--- src/rtl/marv32_alu_issue.sv ---
// marv32 execute-stage front end: decodes RV32I OP/OP-IMM into ALU operands and opcode,
// registers them for the external ALU, and returns the registered result toward writeback.
module marv32_alu_issue #(
    parameter int ILLEGAL_PASS = 1
) (
    input  logic        clk_in,
    input  logic        reset_in,
    input  logic        instr_valid_in,
    output logic        instr_ready_out,
    input  logic [31:0] instr_in,
    input  logic [31:0] rs1_data_in,
    input  logic [31:0] rs2_data_in,
    output logic [31:0] alu_op_1_out,
    output logic [31:0] alu_op_2_out,
    output logic [3:0]  alu_opcode_out,
    input  logic [31:0] alu_result_in,
    output logic        wb_valid_out,
    input  logic        wb_ready_in,
    output logic [4:0]  wb_rd_out,
    output logic [31:0] wb_data_out,
    output logic        wb_illegal_out
);

    localparam logic [6:0] OPC_OP_IMM = 7'b0010011;
    localparam logic [6:0] OPC_OP     = 7'b0110011;
    localparam logic [6:0] F7_BASE    = 7'b0000000;
    localparam logic [6:0] F7_ALT     = 7'b0100000;

    logic [6:0]  w_opc;
    logic [2:0]  w_f3;
    logic [6:0]  w_f7;
    logic [31:0] w_imm;
    logic        w_dec_illegal;
    logic        w_dec_alt;
    logic [31:0] w_dec_op2;
    logic        w_free;
    logic        w_accept;
    logic        w_e_adv;
    logic        w_w_load;
    logic        w_unused;

    logic        r_e_valid;
    logic [31:0] r_e_op1;
    logic [31:0] r_e_op2;
    logic [3:0]  r_e_opcode;
    logic [4:0]  r_e_rd;
    logic        r_e_illegal;
    logic        r_w_valid;
    logic [31:0] r_w_data;
    logic [4:0]  r_w_rd;
    logic        r_w_illegal;

    assign w_opc    = instr_in[6:0];
    assign w_f3     = instr_in[14:12];
    assign w_f7     = instr_in[31:25];
    assign w_imm    = {{20{instr_in[31]}}, instr_in[31:20]};
    assign w_unused = ^instr_in[19:15];

    // Decode the major opcode / funct fields into legality, alt bit and operand 2 source.
    always_comb begin
        w_dec_illegal = 1'b0;
        w_dec_alt     = 1'b0;
        w_dec_op2     = w_imm;
        case (w_opc)
            OPC_OP_IMM: begin
                w_dec_op2 = w_imm;
                case (w_f3)
                    3'b001: begin
                        if (w_f7 != F7_BASE) w_dec_illegal = 1'b1;
                        else                 w_dec_alt     = 1'b0;
                    end
                    3'b101: begin
                        if (w_f7 == F7_BASE)     w_dec_alt     = 1'b0;
                        else if (w_f7 == F7_ALT) w_dec_alt     = 1'b1;
                        else                     w_dec_illegal = 1'b1;
                    end
                    // ADDI and the other immediates ignore instr[30] entirely.
                    default: w_dec_alt = 1'b0;
                endcase
            end
            OPC_OP: begin
                w_dec_op2 = rs2_data_in;
                if (w_f7 == F7_BASE) begin
                    w_dec_alt = 1'b0;
                end else if (w_f7 == F7_ALT && (w_f3 == 3'b000 || w_f3 == 3'b101)) begin
                    w_dec_alt = 1'b1;
                end else begin
                    w_dec_illegal = 1'b1;
                end
            end
            default: w_dec_illegal = 1'b1;
        endcase
    end

    // ready depends combinationally on wb_ready_in so a draining W frees E in the same cycle.
    assign w_free          = !r_w_valid || wb_ready_in;
    assign instr_ready_out = !reset_in && (!r_e_valid || w_free);
    assign w_accept        = instr_valid_in && instr_ready_out;
    assign w_e_adv         = r_e_valid && w_free;
    assign w_w_load        = w_e_adv && ((ILLEGAL_PASS != 0) || !r_e_illegal);

    // E stage: capture decoded operands on accept, empty when advancing without refill.
    always_ff @(posedge clk_in) begin
        if (reset_in) begin
            r_e_valid   <= 1'b0;
            r_e_op1     <= 32'd0;
            r_e_op2     <= 32'd0;
            r_e_opcode  <= 4'd0;
            r_e_rd      <= 5'd0;
            r_e_illegal <= 1'b0;
        end else if (w_accept) begin
            r_e_valid   <= 1'b1;
            r_e_op1     <= w_dec_illegal ? 32'd0 : rs1_data_in;
            r_e_op2     <= w_dec_illegal ? 32'd0 : w_dec_op2;
            r_e_opcode  <= w_dec_illegal ? 4'd0 : {w_dec_alt, w_f3};
            r_e_rd      <= instr_in[11:7];
            r_e_illegal <= w_dec_illegal;
        end else if (w_e_adv) begin
            r_e_valid   <= 1'b0;
        end else begin
            r_e_valid   <= r_e_valid;
        end
    end

    // W stage: load the ALU result from E, otherwise clear once the sink takes the beat.
    always_ff @(posedge clk_in) begin
        if (reset_in) begin
            r_w_valid   <= 1'b0;
            r_w_data    <= 32'd0;
            r_w_rd      <= 5'd0;
            r_w_illegal <= 1'b0;
        end else if (w_w_load) begin
            r_w_valid   <= 1'b1;
            r_w_data    <= r_e_illegal ? 32'd0 : alu_result_in;
            r_w_rd      <= r_e_rd;
            r_w_illegal <= r_e_illegal;
        end else if (wb_ready_in) begin
            r_w_valid   <= 1'b0;
        end else begin
            r_w_valid   <= r_w_valid;
        end
    end

    assign alu_op_1_out   = r_e_op1;
    assign alu_op_2_out   = r_e_op2;
    assign alu_opcode_out = r_e_opcode;
    assign wb_valid_out   = r_w_valid;
    assign wb_data_out    = r_w_data;
    assign wb_rd_out      = r_w_rd;
    assign wb_illegal_out = r_w_illegal;

endmodule

--- config.mk ---
export PLATFORM = sky130hd
export DESIGN_NAME = marv32_alu_issue
export DESIGN_NICKNAME = d
export VERILOG_FILES = /design/src/rtl/marv32_alu_issue.sv
export SDC_FILE = /design/constraint.sdc
export NUM_CORES = 1
export LEC_CHECK = 0
export ABC_AREA = 1
export CORE_UTILIZATION = 40
export DETAILED_ROUTE_END_ITERATION = 8
export PLACE_DENSITY = 0.86
export SYNTH_ARGS = -nofsm -noshare
export SYNTH_HDL_FRONTEND = slang
export SYNTH_SLANG_ARGS = --single-unit
--- constraint.sdc ---
create_clock -name clk_in -period 1.8 [get_ports clk_in]
set_input_delay 0.27 -clock clk_in [delete_from_list [all_inputs] [get_ports clk_in]]
set_output_delay 0.27 -clock clk_in [all_outputs]
set_load 0.01 [all_outputs]
==> results.toml <==
[die]
dieWidth_um = 110
die_h_um = 110
num_rows = 39
start_util_pct = 40.9
die_area_um2 = 12100
io_pins = 240
core_area_um2 = 11400

[global_route]
groute.usage.overall_pct = 23.5
gr-total-overflow = 0
grt_use_met1_pct = 26.4
grt-busiest-layer = "met2"
use_met2_pct = 40.0
grt_pass1_vias = 4638
met3_usage_pct = 7.94
antenna_found_initial = 0
grt_pass1_wl_um = 22000
grt_max_degree = 93

[clock_tree]
cts_max_level = 4
clkLatencyLatePin_ns = 0.40
clock_path_buffers = 2
cts_tree = "built"
post_cts_buffers = 0
clockRootBuffer = "clkbuf_16"
clkSinkCount = 114
clkTransAtPathRegs_ns = 0.05
cts_made_buffers = 17

[synth]
synth-edff-count = 0
synthTopCellsByCount = "dfxtp_1, nand2_1, a21oi_1"
ys_seq_elements = 114
async_flop_share_pct = 0
synth_cell_types = 22
synth_area_um2 = 4670
yosysTopAreaCell = "dfxtp_1"
syn-instance-count = 568
yosysSeqAreaShare_pct = 48.9
synth-main-ff-cell = "dfxtp_1"
synth.avg_cell_area_um2 = 8.22
synthTopCellsByArea = "dfxtp_1, nand2_1, nand4_1"
synth_top_area_share_pct = 48.9
synth_warnings = 0
syn_nets = 700
synth.most_common_cell = "dfxtp_1"

[place]
place_ws_ns = -0.185
gp_congestion = 0.845
dpl_cell_area_um2 = 7100
numPortBuffers = 234
placed_cells = 915
dp_hpwl_um = 9950

[cells_and_area]
nets = 923
drive_gt1_share_pct = 8.46
design_area_um2 = 7750
multiInputGateArea_um2 = 2000
final_util_pct = 67.9
area_growth_pct = 66.0
fin_cells = 947
diodes = 0
fill_cells = 890
ff_latch_area_um2 = 2280

[critical_path]
cp_max_fo = 53
cpLargestDelayFamily = "buffers and inverters"
path_class = "in2reg"
critical-path-max-stage-delay_ns = 0.47
arrival_ns = 1.84
cp.required_ns = 2.04
end_kind = "flip-flop"
cp_num_buf_inv = 3
startpoint_type = "primary input"
worstPathCellList = "clkdlybuf4s50_1 > nand2_1 > nor2_4 > inv_1 > nor2_1 > nand3_2 > buf_12 > nand4_1 > a21oi_1"
crit_slowest_cell = "clkdlybuf4s50_1"

[pwr]
p_leak_nw = 2.89
ir_drop_uv = 810
power-per-cell-area_nw_per_um2 = 875

[detailed_routing]
wl_per_cell_um = 15.3
viasPerCell = 5.28
first_iter_violations = 338
drt-pass1-iter-count = 5
postRouteWirelength_um = 14500
route.detailed.drc = 0
final_antenna_net_count = 0
vias = 5001

[timing]
rsz0062_at_grt = "false"
setup_tns_ns = 0
slew_headroom_pct = 35.5
finalSetupViolations = 0
setup_ws_ns = 0.203
fin_crit_sh_pct = 88.7
worst_pin_slew_ns = 0.968
maxSlewViolCount = 0
hold_viol = 0
post-route-min-period_ns = 1.60
skew_ns = 0.00747
fmax_ghz = 0.626

[job]
maxCapViolCount = 0

[status]
status = "completed"

[worst_hold_path]
worstHoldPathType = "in2reg"
cells by family after synthesis:
family / Yosys count / synth area share (%)
and+or+nand+nor: 267 / 26.9
AOI/OAI and AO/OA: 110 / 13.6
muxes: 10 / 2.14
DFF: 114 / 48.9
buffers and inverters: 67 / 8.47
worst reg2reg max path: stages, from the launching register on:
cell and delay, ns:
dfxtp_1 0.32, nand3_2 0.11, nand3_2 0.12, nor2_4 0.16, buf_12 0.26, nand4_1 0.18, a21oi_1 0.16
flip-flops by register name, indices dropped and copies added, names as in the netlist:
signal / count
r_e_rd: 5
wb_data_out: 32
wb_rd_out: 5
alu_op_1_out: 32
wb_illegal_out: 1
alu_op_2_out: 32
wb_valid_out: 1
alu_opcode_out: 4
r_e_illegal: 1
r_e_valid: 1
worst paths after layout:
kind	from	to	slack, ns	depth (start not counted)
setup / recovery	instr_in[1]	alu_op_1_out[19]	0.20	9
hold / removal	reset_in	wb_rd_out[1]	0.24	4
setup reg to reg	wb_valid_out	alu_op_1_out[19]	0.41	6
hold reg to reg	alu_op_2_out[13]	alu_op_2_out[13]	0.46	2
routing by layer:
| metal | share of wire (%) | vias up |
|---|---|---|
| li1 | - | 2422 |
| met1 | 40 | 2346 |
| met2 | 50 | 201 |
| met3 | 8.3 | 32 |
| met4 | 2.2 | 0 |
| met5 | 0 | - |
cell usage in the layout, fill, tap and decap left out, drive strengths merged:
master / count
clkdlybuf4s50: 232
dfxtp: 114
nand2: 108
a21oi: 59
nor2: 57
nand4: 56
nand3: 44
a22oi: 32
buf: 24
clkbuf: 23
o21ai: 18
inv: 14
mux2i: 10
bufinv: 4
clkinv: 4
nor3: 2
a21boi: 1
clkinvlp: 1
dlygate4sd2: 1
per-stage QoR:
stage                     hold slack [ns]  power (W)
after floorplan                     0.380    0.00284
after global placement              0.447    0.00324
after detailed placement            0.455    0.00325
after CTS                           0.212    0.00684
after global routing                0.254    0.00701
final                               0.241    0.00678
power breakdown:
group          internal (W)  switching (W)
Clock               0.00246        0.00112
Combinational      0.000366       0.000250
Sequential          0.00257      0.0000216
layout make-up:
type,instances,area share (%)
Timing Repair Buffer,257,33.5
Inverter,14,0.678
Multi-Input combinational cell,387,25.8
Clock buffer,23,6.30
Clock inverter,9,1.95
Sequential cell,114,29.5
Tap cell,143,2.31
timing repair:
action,4_1_cts,5_1_grt
setup endpoints to repair,1,0
resized for setup,2,0
hold buffers,0,0
No activity file was read; power rests on OpenSTA's default activity.
